File: src/rtl/gf180mcu_osu_sc_12t_dlat_rf_pkg.sv
// Shared types and helpers for the latch-style register file.
package gf180mcu_osu_sc_dlat_rf_pkg;

  typedef enum logic {
    CLEAR = 1'b0,
    IDLE  = 1'b1
  } rf_state_e;

  localparam int MODE_TRANSPARENT = 0;
  localparam int MODE_REGISTERED  = 1;

  // Address width for a given depth, never narrower than one bit.
  function automatic int calc_aw(input int depth);
    return (depth > 2) ? $clog2(depth) : 1;
  endfunction

endpackage

File: src/rtl/gf180mcu_osu_sc_12t_dlat_rf_if.sv
// Write (valid/ready) and read port bundle of the register file.
interface gf180mcu_osu_sc_12t_dlat_rf_if #(
  parameter int WIDTH = 8,
  parameter int DEPTH = 8
);
  import gf180mcu_osu_sc_dlat_rf_pkg::*;

  localparam int AW = calc_aw(DEPTH);

  logic             we;
  logic             wrdy;
  logic [AW-1:0]    wa;
  logic [WIDTH-1:0] d;
  logic [AW-1:0]    ra;
  logic [WIDTH-1:0] q;

  modport master (output we, wa, d, ra, input wrdy, q);
  modport slave  (input we, wa, d, ra, output wrdy, q);

endinterface

File: src/rtl/gf180mcu_osu_sc_12t_dlat_rf_clrseq.sv
// Clear sequencer: walks every entry after reset or on a clear request.
//
// state | meaning
// ------+-----------------------------------------------------------
// CLEAR | writing CLR_VAL to entry cptr, one entry per edge; busy
// IDLE  | array available for user writes
module gf180mcu_osu_sc_12t_dlat_rf_clrseq
  import gf180mcu_osu_sc_dlat_rf_pkg::*;
#(
  parameter int DEPTH = 8,
  parameter int AW    = calc_aw(DEPTH)
) (
  input  logic          clk,
  input  logic          rn,
  input  logic          clr,
  output logic          busy,
  output logic          clr_we,
  output logic [AW-1:0] clr_addr
);

  localparam logic [AW-1:0] LAST = AW'(DEPTH - 1);

  rf_state_e     state_q, state_d;
  logic [AW-1:0] cptr_q, cptr_d;

  // State and pointer registers; reset parks the sequencer at the start of a clear.
  always_ff @(posedge clk) begin
    if (!rn) begin
      state_q <= CLEAR;
      cptr_q  <= '0;
    end else begin
      state_q <= state_d;
      cptr_q  <= cptr_d;
    end
  end

  // Next-state and clear-write decode.
  always_comb begin
    state_d  = state_q;
    cptr_d   = cptr_q;
    clr_we   = 1'b0;
    clr_addr = cptr_q;
    case (state_q)
      CLEAR: begin
        clr_we = rn;
        if (clr) begin
          // A fresh request restarts the walk; entry 0 is cleared on this edge.
          clr_addr = '0;
          cptr_d   = AW'(1);
        end else if (cptr_q == LAST) begin
          state_d = IDLE;
          cptr_d  = '0;
        end else begin
          cptr_d = cptr_q + AW'(1);
        end
      end
      IDLE: begin
        if (clr) begin
          state_d = CLEAR;
          cptr_d  = '0;
        end
      end
      default: begin
        state_d = CLEAR;
        cptr_d  = '0;
      end
    endcase
  end

  assign busy = (state_q == CLEAR);

endmodule

File: src/rtl/gf180mcu_osu_sc_12t_dlat_rf.sv
// Latch-style register file: storage array, clear/user write mux and read/bypass mux.
module gf180mcu_osu_sc_12t_dlat_rf
  import gf180mcu_osu_sc_dlat_rf_pkg::*;
#(
  parameter int               WIDTH   = 8,
  parameter int               DEPTH   = 8,
  parameter int               MODE    = MODE_TRANSPARENT,
  parameter logic [WIDTH-1:0] CLR_VAL = '0
) (
  input  logic clk,
  input  logic rn,
  input  logic clr,
  output logic busy,
  gf180mcu_osu_sc_12t_dlat_rf_if.slave bus
);

  localparam int         AW      = calc_aw(DEPTH);
  localparam bit         POW2    = (DEPTH == (1 << AW));
  localparam logic [AW:0] DEPTH_W = (AW + 1)'(DEPTH);

  logic [WIDTH-1:0] mem [DEPTH];
  logic             clr_we;
  logic [AW-1:0]    clr_addr;
  logic             wr_acc;
  logic             wa_ok;
  logic             ra_ok;

  gf180mcu_osu_sc_12t_dlat_rf_clrseq #(.DEPTH(DEPTH), .AW(AW)) u_clrseq (
    .clk      (clk),
    .rn       (rn),
    .clr      (clr),
    .busy     (busy),
    .clr_we   (clr_we),
    .clr_addr (clr_addr)
  );

  assign bus.wrdy = rn && !busy && !clr;
  assign wr_acc   = bus.we && bus.wrdy;

  // Addresses past the last entry exist only for non-power-of-2 depths.
  assign wa_ok = POW2 || ({1'b0, bus.wa} < DEPTH_W);
  assign ra_ok = POW2 || ({1'b0, bus.ra} < DEPTH_W);

  // Storage update: clear writes and user writes are mutually exclusive by construction.
  always_ff @(posedge clk) begin
    if (clr_we) begin
      mem[clr_addr] <= CLR_VAL;
    end else if (wr_acc && wa_ok) begin
      mem[bus.wa] <= bus.d;
    end
  end

  // Read path with optional write-through bypass.
  always_comb begin
    bus.q = CLR_VAL;
    if (!busy && ra_ok) begin
      if ((MODE == MODE_TRANSPARENT) && wr_acc && (bus.wa == bus.ra)) begin
        bus.q = bus.d;
      end else begin
        bus.q = mem[bus.ra];
      end
    end
  end

endmodule

File: src/flat_wrapper.sv
// flat-port wrapper written by rule: the top's interface ports become plain ports
module gf180mcu_osu_sc_12t_dlat_rf_flat import gf180mcu_osu_sc_dlat_rf_pkg::*;
#(
  parameter int               WIDTH   = 8,
  parameter int               DEPTH   = 8,
  parameter int               MODE    = MODE_TRANSPARENT,
  parameter logic [WIDTH-1:0] CLR_VAL = '0
)
  (clk, rn, clr, busy, bus_we, bus_wa, bus_d, bus_ra, bus_wrdy, bus_q);
  gf180mcu_osu_sc_12t_dlat_rf_if #(.WIDTH(WIDTH), .DEPTH(DEPTH)) bus_i ();
  input  logic clk;
  input  logic rn;
  input  logic clr;
  output logic busy;
  input wire logic [$bits(bus_i.we)-1:0] bus_we;
  input wire logic [$bits(bus_i.wa)-1:0] bus_wa;
  input wire logic [$bits(bus_i.d)-1:0] bus_d;
  input wire logic [$bits(bus_i.ra)-1:0] bus_ra;
  output wire logic [$bits(bus_i.wrdy)-1:0] bus_wrdy;
  output wire logic [$bits(bus_i.q)-1:0] bus_q;
  assign bus_i.we = bus_we;
  assign bus_i.wa = bus_wa;
  assign bus_i.d = bus_d;
  assign bus_i.ra = bus_ra;
  assign bus_wrdy = bus_i.wrdy;
  assign bus_q = bus_i.q;
  gf180mcu_osu_sc_12t_dlat_rf #(.WIDTH(WIDTH), .DEPTH(DEPTH), .MODE(MODE), .CLR_VAL(CLR_VAL)) u_core (.clk(clk), .rn(rn), .clr(clr), .busy(busy), .bus(bus_i));
endmodule
File: config.mk
export PLATFORM = sky130hd
export DESIGN_NAME = gf180mcu_osu_sc_12t_dlat_rf_flat
export DESIGN_NICKNAME = d
export VERILOG_FILES = /design/src/rtl/gf180mcu_osu_sc_12t_dlat_rf_pkg.sv /design/src/rtl/gf180mcu_osu_sc_12t_dlat_rf_if.sv /design/src/rtl/gf180mcu_osu_sc_12t_dlat_rf_clrseq.sv /design/src/rtl/gf180mcu_osu_sc_12t_dlat_rf.sv /design/src/flat_wrapper.sv
export SDC_FILE = /design/constraint.sdc
export NUM_CORES = 1
export LEC_CHECK = 0
export BUFFER_PORTS_ARGS = -buffer_cell sky130_fd_sc_hd__buf_2
export CORE_UTILIZATION = 35
export DETAILED_ROUTE_END_ITERATION = 12
export GPL_ROUTABILITY_DRIVEN = 0
export MAX_ROUTING_LAYER = met4
export PLACE_DENSITY_LB_ADDON = 0.08
export SLEW_MARGIN = 20
export SYNTH_ARGS = -nofsm -noshare
export SYNTH_HDL_FRONTEND = slang
export SYNTH_SLANG_ARGS = --single-unit
File: constraint.sdc
create_clock -name clk -period 2.8 [get_ports clk]
set_input_delay 0.56 -clock clk [delete_from_list [all_inputs] [get_ports clk]]
set_output_delay 0.56 -clock clk [all_outputs]
set_load 0.005 [all_outputs]
==> flow_summary.json, run 1 <==
{
  "synth-main-ff-cell": "edfxtp_1",
  "synth_cells": 170,
  "maxCapViolations": 0,
  "cts_resized": 0,
  "p_leak_nw": 1.146,
  "fp.dieW_um": 94.22,
  "area_growth_pct": 17.19,
  "switchingPower_mw": 0.4226,
  "slew_headroom_pct": 62.54,
  "cts-root-buf": "clkbuf_8",
  "diodes": 0,
  "rsz0062_at_grt": "no",
  "seqPwrFrac_pct": 53.7,
  "min_path_type": "in2reg",
  "critPathKind": "in2out",
  "final_max_slew_viol_count": 0,
  "rrSetupSlack_ps": 690,
  "postRouteAntennaNets": 0,
  "cts_tree": "done",
  "viasPerCell": 5.292,
  "grt_overflow": 0,
  "ios": 28,
  "vias": 1704,
  "async_reset_ff_share_pct": 0,
  "ir_worst_vdd_mv": 0.2076,
  "fin_util_pct": 42.45,
  "cp_max_fo": 17,
  "critPathLaunchType": "input pin",
  "ys_types": 28,
  "final_area_sq_um": 3488,
  "clkTransAtPathRegs_ps": 70,
  "io_buffers": 27,
  "synth_most_common_cell": "edfxtp_1",
  "netlist_area_sq_um": 2977,
  "fin_crit_ps": 2381,
  "power.density_nw_per_um2": 596.9,
  "fill_cells": 748,
  "timing.final.ws_setup_ps": 418.7,
  "drt_first_pass_iters": 4,
  "drt_iter0_markers": 60,
  "internal-power_mw": 1.660,
  "fin_skew_ps": 6.088,
  "clk_path_buf_depth": 2,
  "ys_seq_area_share_pct": 67.26,
  "tns_ps": 0,
  "regArea_sq_um": 2002,
  "p_sw_share_pct": 20.30,
  "hold_buffers": 0,
  "grt_pass1_vias": 1728,
  "ctsHtreeMaxLevel": 3,
  "grt_pass1_wl_um": 9846,
  "std_cell_rows": 33,
  "start_util_pct": 36.23,
  "drcViolationCount": 0,
  "placed_area_sq_um": 3274,
  "nets": 232,
  "synth_top_area_cell": "edfxtp_1",
  "p_clk_share_pct": 41.4,
  "postCtsSetupRepairBufs": 0,
  "worst_setup_path_end_kind": "output port",
  "run_status": "completed",
  "synth_edf_count": 64,
  "grt_max_degree": 20,
  "die-area_sq_um": 8877,
  "critPathArrivalTime_ps": 1820,
  "die_y_um": 94.22,
  "grt.total_usage_pct": 16.62,
  "numCtsBuffers": 9,
  "finalHoldViolations": 0,
  "period_share_pct": 85.05,
  "drive_gt1_share_pct": 29.03,
  "max_clock_freq_mhz": 419.9,
  "yosysTopAreaCellShare_pct": 64.56,
  "worst_slew_pin_slew_ps": 556.0,
  "dp_hpwl_um": 4173,
  "worstSkewPairLatency_ps": 340,
  "syn_avg_cell_area_sq_um": 17.51,
  "antenna_found_initial": 0,
  "clock_sinks": 68,
  "cp.required_ps": 2240,
  "pwr-share-comb_pct": 5.0,
  "finalPower_mw": 2.082,
  "ys_warn_count": 0,
  "synth_area_leaders": "edfxtp_1 65%, mux4_1 7.1%, mux4_2 6.1%, mux2i_1 3.4%, dfxtp_1 2.7%",
  "syn_nets": 190,
  "post_drt_wl_per_cell_um": 20.23,
  "setup_viol": 0,
  "pre_cts_ws_ps": 403.7,
  "synth_commonest_cells": "64 x edfxtp_1, 13 x a21oi_1, 10 x mux2i_1, 9 x o21ai_0",
  "wl_um": 6514,
  "synth.ff_latch_count": 68,
  "core_sq_um": 8217,
  "multiInputGateArea_sq_um": 888.4
}
## routing by layer
metal  vias up  track usage (%)  share of wire (%)
met3        17            3.398                3.6
met4         0            9.744                3.7
met5         -                -                  0
met2        49            24.88                 48
met1       864            20.88                 45
li1        774                -                  -
## area by class of cell
cell class	instances	share of cell area (%)
clock buffer	9	3.551
clock inverter	7	2.582
inverter	2	0.2152
multi-input combinational	91	25.47
sequential	68	57.39
tap	105	3.766
timing repair buffer	40	7.030
## cells in the final DEF (no fill, tap or decap), drive strengths merged
cell type,n
edfxtp,64
buf,40
mux4,16
a21oi,13
mux2i,10
o21ai,9
clkbuf,9
and2,8
nor3,8
nor2,6
a21o,4
dfxtp,4
clkinv,4
xnor2,3
inv,3
nand4,3
nand2b,2
nand2,2
ha,2
bufinv,2
and4b,1
a31oi,1
nand3,1
nor4b,1
o311a,1
## sequential cells by signal (all words and copies together) (netlist names)
signal                   count
u_core.u_clrseq.cptr_q       3
u_core.u_clrseq.state_q      1
u_core.mem                  64
## kinds of logic after synthesis
kind of cell,count (synthesis),share of synthesized area [%]
fa+ha+maj,2,0.8406
simple gates,32,6.389
mux,26,16.48
compound gates,28,5.254
xor+xnor,3,0.8829
buf+inv,11,2.900
flops,68,67.26
## metrics by stage
stage               hold WS [ps]  cells
finish                     516.2    322
global route               508.0    322
CTS                        491.0    322
detailed placement         569.3    306
global placement           559.9    306
floorplan                  537.3    170
## worst paths after layout
path | depth (start not counted) | from | end
worst min-delay path | 2 | rn | u_core.u_clrseq.cptr_q[0]
worst max register to register | 6 | u_core.u_clrseq.state_q | u_core.mem[4][5]
worst max-delay path | 6 | bus_ra[1] | bus_q[3]
worst min register to register | 2 | u_core.u_clrseq.cptr_q[1] | u_core.u_clrseq.cptr_q[1]
## worst max-delay path, cell delays in order
cell,delay (ps)
buf_2,100
buf_12,170
mux4_1,560
mux2i_1,190
a21oi_1,90
buf_2,140
## power groups by stage
stage | sequential, mW | combinational (mW) | clock (mW)
floorplan | 1.14 | 0.0677 | 0
global placement | 1.14 | 0.104 | 0
detailed placement | 1.14 | 0.105 | 0
CTS | 1.12 | 0.105 | 0.882
global route | 1.12 | 0.112 | 0.917
finish | 1.12 | 0.104 | 0.861
(Power assumes the default switching activity.)
==> run 2: changes to the inputs <==
- ABC_AREA: not set -> 1
==> run 2 against run 1 <==
Clock power grew 2%. Die area grew 5.2%. First-iteration DRC count grew 92%. Sequential power hardly changed. Setup slack worse by 61 ps. Cell area rose by 5.5%. Core utilization decreased by 0.067 points. Final cell count grew 48%. Critical endpoint is now bus_q[1].
==> flow_summary.json, run 2 <==
{
  "critPathLaunchType": "input pin",
  "finalPower_mw": 2.148,
  "io_buffers": 27,
  "worst-path-buf-inv": 3,
  "fin_crit_ps": 2442,
  "drt_first_pass_iters": 4,
  "cp_max_fo": 14,
  "ys_warn_count": 0,
  "synth.ff_latch_count": 68,
  "diodes": 0,
  "die_y_um": 96.63,
  "synth-main-ff-cell": "edfxtp_1",
  "grt_overflow": 0,
  "layout_commonest_cell": "nand2_1",
  "ys_types": 22,
  "core_sq_um": 8678,
  "crit_slowest_cell": "buf_2",
  "netlist_area_sq_um": 3134,
  "largest_reg_flops": 64,
  "wl_um": 7834,
  "area_growth_pct": 17.37,
  "power.density_nw_per_um2": 583.9,
  "mostFrequentLayoutCells": "107 x nand2_1, 64 x edfxtp_1, 53 x nand3_1",
  "async_reset_ff_share_pct": 0,
  "fin_skew_ps": 4.317,
  "setup_viol": 0,
  "grt_pass1_wl_um": 12750,
  "ctsHtreeMaxLevel": 3,
  "regArea_sq_um": 2002,
  "run_status": "completed",
  "maxCapViolations": 0,
  "clkTransAtPathRegs_ps": 70,
  "antenna_found_initial": 0,
  "cpMostUsedCell": "nand2_1",
  "syn_avg_cell_area_sq_um": 9.795,
  "worstSkewPairLatency_ps": 340,
  "cts_tree": "done",
  "std_cell_rows": 34,
  "ir_worst_vdd_mv": 0.3664,
  "nets": 382,
  "crit_chain": "buf_2 > inv_1 > nand2_1 > nand2_1 > nor2_4 > nand2_4 > nand2_1 > nor2_1 > nor2_1 > buf_2",
  "post_drt_wl_per_cell_um": 16.49,
  "rsz0062_at_grt": "no",
  "largest_register": "u_core.mem",
  "min_from": "u_core.u_clrseq.cptr_q[1]",
  "fill_cells": 883,
  "grt_pass1_vias": 2356,
  "final_max_slew_viol_count": 0,
  "die-area_sq_um": 9337,
  "vias": 2233,
  "tns_ps": 0,
  "drt_iter0_markers": 115,
  "synth_commonest_cells": "107 x nand2_1, 64 x edfxtp_1, 53 x nand3_1, 37 x nor2_1, 18 x inv_1",
  "reg2reg_from": "u_core.u_clrseq.state_q",
  "fp.dieW_um": 96.63,
  "multiInputGateArea_sq_um": 979.7,
  "start_util_pct": 36.12,
  "ys_seq_area_share_pct": 63.87,
  "cp_top_family": "simple AND/OR/NAND/NOR gates",
  "hold_buffers": 0,
  "grt.total_usage_pct": 18.68,
  "synth_most_common_cell": "nand2_1",
  "postRouteAntennaNets": 0,
  "synth_area_leaders": "edfxtp_1 61%, nand2_1 13%, nand3_1 8.5%, nor2_1 4.4%, dfxtp_1 2.6%",
  "drive_gt1_share_pct": 20.16,
  "viasPerCell": 4.701,
  "syn_nets": 340,
  "period_share_pct": 87.23,
  "crit_start": "bus_ra[2]",
  "worst_setup_path_end_kind": "output port",
  "reg_top3": "u_core.mem (64), u_core.u_clrseq.cptr_q (3), u_core.u_clrseq.state_q (1)",
  "min_path_type": "reg2reg",
  "synth_cells": 320,
  "postCtsSetupRepairBufs": 0,
  "dp_hpwl_um": 5490,
  "critPathKind": "in2out",
  "max_clock_freq_mhz": 409.4,
  "ios": 28,
  "drcViolationCount": 0,
  "p_leak_nw": 1.551,
  "synth_edf_count": 64,
  "cp.required_ps": 2240,
  "grt_max_degree": 19,
  "worst_slew_pin_slew_ps": 609.9,
  "synth_top_area_cell": "edfxtp_1",
  "numCtsBuffers": 9,
  "cts-root-buf": "clkbuf_8",
  "cts_resized": 0,
  "fin_util_pct": 42.39,
  "critPathArrivalTime_ps": 1880,
  "clock_sinks": 68,
  "clk_path_buf_depth": 2,
  "slew_headroom_pct": 59.19,
  "whs_ps": 525.4,
  "yosysTopAreaCellShare_pct": 61.32,
  "finalHoldViolations": 0,
  "slowest_delay_ps": 260
}
[run 2: cell count changes after synthesis, moves of 6 or more]
cell and change:
a21oi_1 -13, mux2i_1 -10, buf_2 +6, nand2_1 +105, and2_1 -8, o21ai_0 -6, nor3_1 -8, nor2_1 +31
inv_1 +16, nand3_1 +52, mux4_1 -8, mux4_2 -8
[run 2: report_power, final]
group | internal (mW) | switching (mW)
clock network | 0.501 | 0.380
logic | 0.0493 | 0.0999
registers | 1.11 | 0.00569
total | 1.66 | 0.486
[run 2: layer usage]
metal | track usage [%] | wire length, um | up-vias
met4 | 7.118 | 153 | 0
li1 | - | - | 1150
met1 | 23.33 | 3733 | 1030
met3 | 3.685 | 232 | 10
met5 | - | 0 | -
met2 | 30.07 | 3715 | 43
[run 2: worst min-delay path, cell delays in order, from the launching register on]
cell	delay, ps
dfxtp_1	340
nor2_1	100
nor2_1	50
[run 2: path summary, 6_finish.rpt]
| kind | endpoint | slack, ps | cells past startpoint |
|---|---|---|---|
| worst max-delay path | bus_q[1] | 360 | 10 |
| worst min-delay path | u_core.u_clrseq.cptr_q[1] | 530 | 2 |
| worst max register to register | u_core.mem[2][6] | 890 | 10 |
| worst min register to register | u_core.u_clrseq.cptr_q[1] | 530 | 2 |
[run 2: kinds of logic after synthesis]
family                     share of synthesized area (%)
adders and majority gates                         0.7983
buffers and inverters                              4.870
DFF                                                63.87
AOI/OAI and AO/OA                                  1.557
and+or+nand+nor                                    28.90
[run 2: cell type report]
type | instances | area share, %
Inverter | 22 | 2.245
Sequential cell | 68 | 54.42
Clock inverter | 6 | 2.415
Tap cell | 108 | 3.673
Clock buffer | 10 | 3.469
Timing Repair Buffer | 44 | 7.143
Multi-Input combinational cell | 217 | 26.63
[run 2: per-stage QoR]
step                      std cells  worst slack (ps)  cell area (sq um)
after floorplan                 320             861.6               3134
after global placement          459             442.8               3462
after detailed placement        459             381.3               3462
after CTS                       475             379.1               3679
after global routing            475             252.5               3679
final                           475             357.7               3679
